[config.mk]
export PLATFORM = sky130hd
export DESIGN_NAME = conv2_sched
export DESIGN_NICKNAME = d
export VERILOG_FILES = /design/src/rtl/conv2_sched_pkg.sv /design/src/rtl/conv2_idx_cnt.sv /design/src/rtl/conv2_sched.sv
export SDC_FILE = /design/constraint.sdc
export NUM_CORES = 1
export LEC_CHECK = 0
export CAP_MARGIN = 20
export CELL_PAD_IN_SITES_DETAIL_PLACEMENT = 1
export CELL_PAD_IN_SITES_GLOBAL_PLACEMENT = 2
export CORE_ASPECT_RATIO = 1.25
export CORE_UTILIZATION = 33
export CTS_BUF_LIST = sky130_fd_sc_hd__clkbuf_16
export CTS_CLUSTER_SIZE = 14
export DETAILED_ROUTE_END_ITERATION = 10
export PLACE_DENSITY = 0.88
export SLEW_MARGIN = 15
export SYNTH_ARGS = -nofsm -noshare
export SYNTH_HDL_FRONTEND = slang
export SYNTH_HIERARCHICAL = 1
export SYNTH_SLANG_ARGS = --single-unit
[constraint.sdc]
create_clock -name clock -period 2.6 [get_ports clock]
set_input_delay 0.39 -clock clock [delete_from_list [all_inputs] [get_ports clock]]
set_output_delay 0.39 -clock clock [all_outputs]
set_load 0.005 [all_outputs]
[src/rtl/conv2_sched_pkg.sv]
// Shared types and constants for the conv2 sequencer.
// State encoding, window/tap count helpers and drain length.
package conv_pkg;

    typedef enum logic [1:0] {
        IDLE,
        RUN,
        DRAIN,
        DONE
    } state_t;

    localparam int DRAIN_CYCLES = 2;

    function automatic int numWin(input int size, input int ker);
        return size - ker + 1;
    endfunction

    function automatic int numTaps(input int ker);
        return ker * ker;
    endfunction

endpackage

[src/rtl/conv2_idx_cnt.sv]
// Nested wrap counter for the conv2 sequencer: kc fastest, then kr, wc, wr.
// Flags mark the first/last tap of a window and the very last tap overall.
module conv2_idx_cnt
    import conv_pkg::*;
#(
    parameter int SIZE    = 5,
    parameter int SIZEKer = 3,
    parameter int IDX_W   = (SIZE > 1) ? $clog2(SIZE) : 1
) (
    input  logic             clock,
    input  logic             nreset,
    input  logic             en,
    input  logic             clear,
    output logic [IDX_W-1:0] kr,
    output logic [IDX_W-1:0] kc,
    output logic [IDX_W-1:0] wr,
    output logic [IDX_W-1:0] wc,
    output logic             first_tap,
    output logic             last_tap,
    output logic             last_all
);

    localparam int NWIN = numWin(SIZE, SIZEKer);
    localparam logic [IDX_W-1:0] KMAX = IDX_W'(SIZEKer - 1);
    localparam logic [IDX_W-1:0] WMAX = IDX_W'(NWIN - 1);

    logic kcEnd;
    logic krEnd;
    logic wcEnd;
    logic wrEnd;

    assign kcEnd = (kc == KMAX);
    assign krEnd = (kr == KMAX);
    assign wcEnd = (wc == WMAX);
    assign wrEnd = (wr == WMAX);

    assign first_tap = (kc == '0) && (kr == '0);
    assign last_tap  = kcEnd && krEnd;
    assign last_all  = last_tap && wcEnd && wrEnd;

    always_ff @(posedge clock or negedge nreset) begin
        if (!nreset) begin
            kc <= '0;
            kr <= '0;
            wc <= '0;
            wr <= '0;
        end else if (clear) begin
            kc <= '0;
            kr <= '0;
            wc <= '0;
            wr <= '0;
        end else if (en) begin
            kc <= kcEnd ? '0 : kc + 1'b1;
            if (kcEnd) begin
                kr <= krEnd ? '0 : kr + 1'b1;
            end
            if (last_tap) begin
                wc <= wcEnd ? '0 : wc + 1'b1;
            end
            if (last_tap && wcEnd) begin
                wr <= wrEnd ? '0 : wr + 1'b1;
            end
        end
    end

endmodule

[src/rtl/conv2_sched.sv]
// Sequencer for the 2-D convolution datapath: tap reads, acc control, writes.
// Optional abort input enabled by CONV2_SCHED_ABORT_EN.
module conv2_sched
    import conv_pkg::*;
#(
    parameter int SIZE    = 5,
    parameter int SIZEKer = 3,
    parameter int IDX_W   = (SIZE > 1) ? $clog2(SIZE) : 1
) (
    input  logic             clock,
    input  logic             nreset,
    input  logic             start,
`ifdef CONV2_SCHED_ABORT_EN
    input  logic             abort,
`endif
    output logic             busy,
    output logic             done,
    output logic             rd_en,
    output logic [IDX_W-1:0] in_row,
    output logic [IDX_W-1:0] in_col,
    output logic [IDX_W-1:0] ker_row,
    output logic [IDX_W-1:0] ker_col,
    output logic             acc_en,
    output logic             acc_clr,
    output logic             out_we,
    output logic [IDX_W-1:0] out_row,
    output logic [IDX_W-1:0] out_col
);

    state_t state;
    state_t stateNext;

    logic [1:0]       drainCnt;
    logic             drainLast;
    logic             abortHit;
    logic             cntClear;
    logic [IDX_W-1:0] kr;
    logic [IDX_W-1:0] kc;
    logic [IDX_W-1:0] wr;
    logic [IDX_W-1:0] wc;
    logic             firstTap;
    logic             lastTap;
    logic             lastAll;
    logic             weStage;
    logic [IDX_W-1:0] rowStage;
    logic [IDX_W-1:0] colStage;

`ifdef CONV2_SCHED_ABORT_EN
    assign abortHit = abort && ((state == RUN) || (state == DRAIN));
`else
    assign abortHit = 1'b0;
`endif

    assign rd_en     = (state == RUN);
    assign busy      = (state == RUN) || (state == DRAIN);
    assign done      = (state == DONE);
    assign drainLast = (drainCnt == 2'(DRAIN_CYCLES - 1));
    assign cntClear  = (state != RUN);

    conv2_idx_cnt #(
        .SIZE    (SIZE),
        .SIZEKer (SIZEKer),
        .IDX_W   (IDX_W)
    ) uIdx (
        .clock     (clock),
        .nreset    (nreset),
        .en        (rd_en),
        .clear     (cntClear),
        .kr        (kr),
        .kc        (kc),
        .wr        (wr),
        .wc        (wc),
        .first_tap (firstTap),
        .last_tap  (lastTap),
        .last_all  (lastAll)
    );

    assign in_row  = wr + kr;
    assign in_col  = wc + kc;
    assign ker_row = kr;
    assign ker_col = kc;

    always_ff @(posedge clock or negedge nreset) begin
        if (!nreset) begin
            state <= IDLE;
        end else begin
            state <= stateNext;
        end
    end

    always_comb begin
        stateNext = state;
        unique case (state)
            IDLE: begin
                if (start) begin
                    stateNext = RUN;
                end
            end
            RUN: begin
                if (abortHit) begin
                    stateNext = DONE;
                end else if (lastAll) begin
                    stateNext = DRAIN;
                end
            end
            DRAIN: begin
                if (abortHit || drainLast) begin
                    stateNext = DONE;
                end
            end
            DONE: begin
                stateNext = IDLE;
            end
            default: begin
                stateNext = IDLE;
            end
        endcase
    end

    always_ff @(posedge clock or negedge nreset) begin
        if (!nreset) begin
            drainCnt <= '0;
        end else if (state == DRAIN) begin
            drainCnt <= drainCnt + 1'b1;
        end else begin
            drainCnt <= '0;
        end
    end

    // Strobes are flushed on abort so nothing retires after the cut.
    always_ff @(posedge clock or negedge nreset) begin
        if (!nreset) begin
            acc_en   <= 1'b0;
            acc_clr  <= 1'b0;
            weStage  <= 1'b0;
            out_we   <= 1'b0;
            rowStage <= '0;
            colStage <= '0;
            out_row  <= '0;
            out_col  <= '0;
        end else if (abortHit) begin
            acc_en   <= 1'b0;
            acc_clr  <= 1'b0;
            weStage  <= 1'b0;
            out_we   <= 1'b0;
            rowStage <= '0;
            colStage <= '0;
            out_row  <= '0;
            out_col  <= '0;
        end else begin
            acc_en   <= rd_en;
            acc_clr  <= rd_en && firstTap;
            weStage  <= rd_en && lastTap;
            out_we   <= weStage;
            rowStage <= wr;
            colStage <= wc;
            out_row  <= rowStage;
            out_col  <= colStage;
        end
    end

endmodule
==> metrics.txt, run 1 <==
worst vdd ir=366.1 uV; Synth cell types=37; initial cell density of the core=35.15%; HP Start=rowStage[0]$_DFF_PN0_; Multi-input gate area=609.3 sq um; total track usage=16.19%; DRC=0; fin nets=182; fin. max-slew vios=0; number of vias per cell=4.837; root buffer cell=clkbuf_16; Final setup viols=0; Gate Count Post-Synth=126; synthesized area=1475 sq um; Worst R2R End=state[1]$_DFFE_PN0P_; Main synth FF type=dfrtp_1; DR WL/cell=14.98 microns; utilization after layout=49.31%; hold depth=0; worst endpoint required time=2210 ps; Worst Hold Endpoint=out_row[0]$_DFF_PN0_; leak pwr=0.9450 nW; Inserted Diodes=0; clock net sink count=32; Num CTS Buffers=5; worst setup path class=reg -> out; Reg-to-Reg Start=uIdx/wc[0]$_DFFE_PN0P_; FF-to-FF setup slack=220 ps; Slew HR=69.61%; Die Area=4743 sq um; Seq cells post-synth=32; Hold Fails Final Rpt=0; Detail Route Antenna Nets=0; Fmax achieved=402.1 MHz; Post-synth EDFFs=0; initial antenna violation count=0; gpl congestion=0.8262; first-pass GRT wire length=5.609 mm; Worst Reg2Reg Path Length in Cells=6; critical path arrival=2100 ps; Layout area overhead=40.29%; IO buf count=26; most common cell in the synthesized netlist=dfrtp_1; mean post-synth cell area=11.71 sq um; CP max FO=5; cts-stage hold buffer count=0; HPWL Detailed=2.208 mm; Clock Path Buffers=2; CTS tree=built; share of flip-flops with an asynchronous set or reset=100.0%; IO Count=27; clock latency on the worst-skew pair=270 ps; clock-pin slew on the worst setup and hold paths=50 ps; layout cells sized above 1=20.47%; post-synthesis sequential area ratio=54.28%; vias in the first global route=1169; Final Cycle Share=95.66%; synth cell count leaders=dfrtp_1 (32), inv_1 (16), ha_1 (7); Vert. Die Dim=76.75 microns; status=completed; worst hold path class=reg -> reg; # rows=26; total grt overflow=0; CTS H-tree lvls=2; Synth area leaders=dfrtp_1 (54%), ha_1 (5.9%), inv_1 (4.1%); DR iter-0 viols=22; area leader, netlist=dfrtp_1; pin count of the biggest net entering global routing=33; maxcap violations=0; total wire length=3.400 mm; Worst-Margin Slew=455.8 ps; PwrDens=560.5 nW/um^2; Die X=61.80 microns; Worst Skew=3.951 ps; Core ar.=4197 sq um; drt pass-1 iters=4; synth warn=6; vias=1098; post-synth top area share=54.28%; Fillers=443; Crit. End Element=output port; Period minus WS final=2487 ps; Critical Path Start Type=flop; Post-Synthesis Net Count=138; Final Total Pwr=1.160 mW; Register Area=805.8 sq um
[metal layers]
metal	up-vias	wire, microns	share of wire [%]	global-route usage [%]
li1	518	-	-	-
met2	21	1844	54	26.02
met1	550	1368	40	18.96
met4	0	84	2.5	7.556
met3	9	103	3.0	5.059
met5	-	0	0	0
[worst max-delay path, cell delays in order, from the launching register on]
cell             delay, ps
dfrtp_2                430
ha_1                   220
fa_2                   360
xnor2_2                170
xnor2_1                130
clkdlybuf4s50_1        510
[layout make-up]
type | instances | area share, %
clock buffers | 5 | 6.046
clock inverters | 3 | 1.874
inverters | 16 | 2.902
multi-input cells | 76 | 29.44
flip-flops and latches | 32 | 38.94
well taps | 56 | 3.386
repair buffers | 39 | 17.41
[cells in the final DEF (no fill, tap or decap), types with 2 or more instances in the layout]
master           Yosys  routed
a211oi_1             2       2
a21oi_1              5       5
and2_1               3       3
buf_4                0      13
clkbuf_16            0       5
clkdlybuf4s50_1      0      25
dfrtp_1             32      28
dfrtp_2              0       4
ha_1                 7       7
inv_1               16      17
mux2_2               2       2
mux2i_1              2       2
nand2_1              4       4
nand2b_1             3       3
nand3_1              2       2
nand3b_1             2       2
nand4b_1             2       2
nor2_1               6       6
nor2b_1              6       6
nor4_1               3       3
o21ai_0              2       2
o31ai_1              2       2
or4_1                2       2
xnor2_1              4       3
xor2_1               2       2
[per-stage QoR]
stage / hold slack [ps] / setup slack [ps] / TNS [ps] / instances / cell area [sq um]
after global placement: 333.4 / 315.4 / 0 / 211 / 1828
final: 343.5 / 112.8 / 0 / 227 / 2069
after detailed placement: 335.8 / 242.1 / 0 / 211 / 1828
after floorplan: 94.41 / 510.7 / 0 / 126 / 1475
after global routing: 349.8 / -18.08 / -18.08 / 227 / 2069
after CTS: 347.1 / 2.594 / 0 / 219 / 1996
[kinds of logic (layout without fill, tap and decap cells)]
kind of cell,after synthesis,after routing,synth area share (%)
muxes,6,6,4.665
and+or+nand+nor,41,41,17.47
AOI/OAI and AO/OA,14,14,6.276
adders and majority gates,9,9,8.651
xor gates and xnor gates,6,6,3.562
DFF,32,32,54.28
buffers and inverters,18,63,5.089
[registers in the layout, summed over array words and instances, names as in the netlist]
signal	count
acc_clr	1
acc_en	1
colStage	3
drainCnt	2
out_col	3
out_row	3
out_we	1
rowStage	3
state	2
uIdx/kc	3
uIdx/kr	3
uIdx/wc	3
uIdx/wr	3
weStage	1
[worst max path at each step]
| stage | depth (start not counted) | end | from | slack [ps] |
|---|---|---|---|---|
| 6_report | 5 | in_row[2] | uIdx/kr[0]$_DFFE_PN0P_ | 110 |
| 5_1_grt | 5 | in_row[2] | uIdx/kr[0]$_DFFE_PN0P_ | -20 |
| 4_1_cts | 5 | in_row[2] | uIdx/kr[0]$_DFFE_PN0P_ | 3 |
| 3_5_place_dp | 6 | in_col[2] | uIdx/kc[0]$_DFFE_PN0P_ | 240 |
| 3_3_place_gp | 5 | in_row[2] | uIdx/kr[0]$_DFFE_PN0P_ | 320 |
| 2_1_floorplan | 5 | state[1]$_DFFE_PN0P_ | uIdx/wc[2]$_DFFE_PN0P_ | 510 |
[report_power, final]
| part | total, mW | switching [mW] | leakage (nW) | internal, mW |
|---|---|---|---|---|
| combinational | 0.0136 | 0.00986 | 0.466 | 0.00372 |
| sequential | 0.499 | 0 | 0.394 | 0.499 |
| clock | 0.648 | 0.202 | 0.0850 | 0.446 |
[what timing repair did]
item | 4_1_cts | 5_1_grt
pin swaps | 0 | 1
gates resized for setup | 3 | 4
endpoints found under the setup margin | 2 | 2
setup buffers | 0 | 8
No activity file was read; power rests on OpenSTA's default activity.
==> run 2, diff against run 1 <==
Settings changed: CTS_BUF_LIST sky130_fd_sc_hd__clkbuf_16 to sky130_fd_sc_hd__clkbuf_8 sky130_fd_sc_hd__clkbuf_16.
==> metrics.txt, run 2 (synthesized netlist as in run 1, its figures left out) <==
layout cells sized above 1=20.93%; worst vdd ir=381.3 uV; total grt overflow=0; Clk pwr share=47.1%; Reg-to-Reg Start=uIdx/wc[0]$_DFFE_PN0P_; HPWL Detailed=2.208 mm; Fmax achieved=403.5 MHz; final std cells w/o fill=228; clock-pin slew on the worst setup and hold paths=70 ps; cts-stage hold buffer count=0; Slew HR=69.48%; Num CTS Buffers=5; vias=1111; clock latency on the worst-skew pair=280 ps; Clock Path Buffers=2; Worst-Margin Slew=457.7 ps; DR WL/cell=13.94 microns; Final setup viols=0; Hold Fails Final Rpt=0; DR iter-0 viols=26; number of vias per cell=4.873; worst hold path class=reg -> reg; CP max FO=6; drt pass-1 iters=4; commonest non-fill, non-tap cell in the layout=dfrtp_1; Cells after DPL=211; Detail Route Antenna Nets=0; final setup TNS=0 ps; Sw Share=19.20%; worst hold slack=346.4 ps; Int Pwr=781.6 uW; PwrDens=478.7 nW/um^2; Crit. End Element=output port; Final Cycle Share=95.32%; fin nets=183; pin count of the biggest net entering global routing=33; worst endpoint required time=2210 ps; vias in the first global route=1157; Gate power share=1.4%; Fillers=437; worst setup path class=reg -> out; status=completed; Die Area=4743 sq um; clock net sink count=32; CTS tree=built; Inserted Diodes=0; leak pwr=0.9248 nW; Critical Path Start Type=flop; most frequent cells in the layout=dfrtp_1 (28), clkdlybuf4s50_1 (25), inv_1 (17); total wire length=3.178 mm; # rows=26; Flop pwr share=51.5%; Die X=61.80 microns; Multi-input gate area=609.3 sq um; Vert. Die Dim=76.75 microns; total track usage=15.46%; Worst Skew=4.809 ps; IO Count=27; Design Area, Final=2021 sq um; root buffer cell=clkbuf_8; Core ar.=4197 sq um; critical path arrival=2090 ps; unrepaired setup endpoints after global routing=no; first-pass GRT wire length=5.437 mm; crit path from=uIdx/wr[0]$_DFFE_PN0P_; HP Start=rowStage[0]$_DFF_PN0_; gpl congestion=0.8262; maxcap violations=0; Period minus WS final=2478 ps; fin. max-slew vios=0; Layout area overhead=36.98%; initial cell density of the core=35.15%; initial antenna violation count=0; CTS H-tree lvls=2; IO buf count=26; DRC=0; Register Area=805.8 sq um; Sw Pwr=185.8 uW; DP Area=1828 sq um
==> run 2: cell count changes in the layout (fill, tap and decap cells not counted) <==
| cell | change |
|---|---|
| buf_4 | +1 |
| clkbuf_8 | +5 |
| clkbuf_16 | -5 |
==> run 2: metrics by stage <==
step           power, mW  worst slack [ps]  utilization [%]
2_1_floorplan     0.5075             510.7                -
3_5_place_dp      0.5217             242.1            43.56
6_report          0.9674             121.6            48.15
3_3_place_gp      0.5214             315.4            43.56
4_1_cts           0.9802             9.299            46.39
5_1_grt            1.007             15.98            48.15
==> run 2: final cells by class <==
class | instances | share of cell area, %
Multi-Input combinational cell | 76 | 30.15
Clock buffer | 5 | 3.406
Clock inverter | 3 | 1.920
Timing Repair Buffer | 40 | 18.20
Sequential cell | 32 | 39.88
Tap cell | 56 | 3.467
Inverter | 16 | 2.972
==> run 2: worst max-delay path: stages (launching register included) <==
cell and delay [ps]:
dfrtp_2 450, ha_1 210, fa_2 360, xnor2_2 140, xnor2_1 140, clkdlybuf4s50_1 510
==> run 2: timing repair <==
| action | CTS | global route |
|---|---|---|
| pin swaps | 0 | 1 |
| endpoints found under the setup margin | 2 | 2 |
| buffers inserted | 1 | 8 |
| gates resized for setup | 3 | 4 |
==> run 2: power groups by stage <==
stage	Sequential, mW	Combinational (mW)	Clock (mW)
2_1_floorplan	0.507	0.000287	0
3_3_place_gp	0.507	0.0143	0
3_5_place_dp	0.507	0.0146	0
4_1_cts	0.498	0.0147	0.468
5_1_grt	0.497	0.0163	0.493
6_report	0.498	0.0138	0.456
==> run 2: layer usage <==
layer / track usage, % / wire length (microns) / up-vias
met5: 0 / 0 / -
met4: 7.111 / 70 / 0
met3: 4.722 / 121 / 7
met2: 24.30 / 1660 / 24
met1: 18.76 / 1326 / 563
li1: - / - / 517
==> run 2: path summary, 6_finish.rpt <==
check / endpoint / slack (ps) / cells after the start
setup / recovery: in_row[2] / 120 / 5
hold / removal: out_row[0]$_DFF_PN0_ / 350 / 0
setup reg to reg: state[1]$_DFFE_PN0P_ / 220 / 6
hold reg to reg: out_row[0]$_DFF_PN0_ / 350 / 0
max in group asynchronous: uIdx/wc[0]$_DFFE_PN0P_ / 1760 / 2
min in group asynchronous: uIdx/wr[0]$_DFFE_PN0P_ / 520 / 2
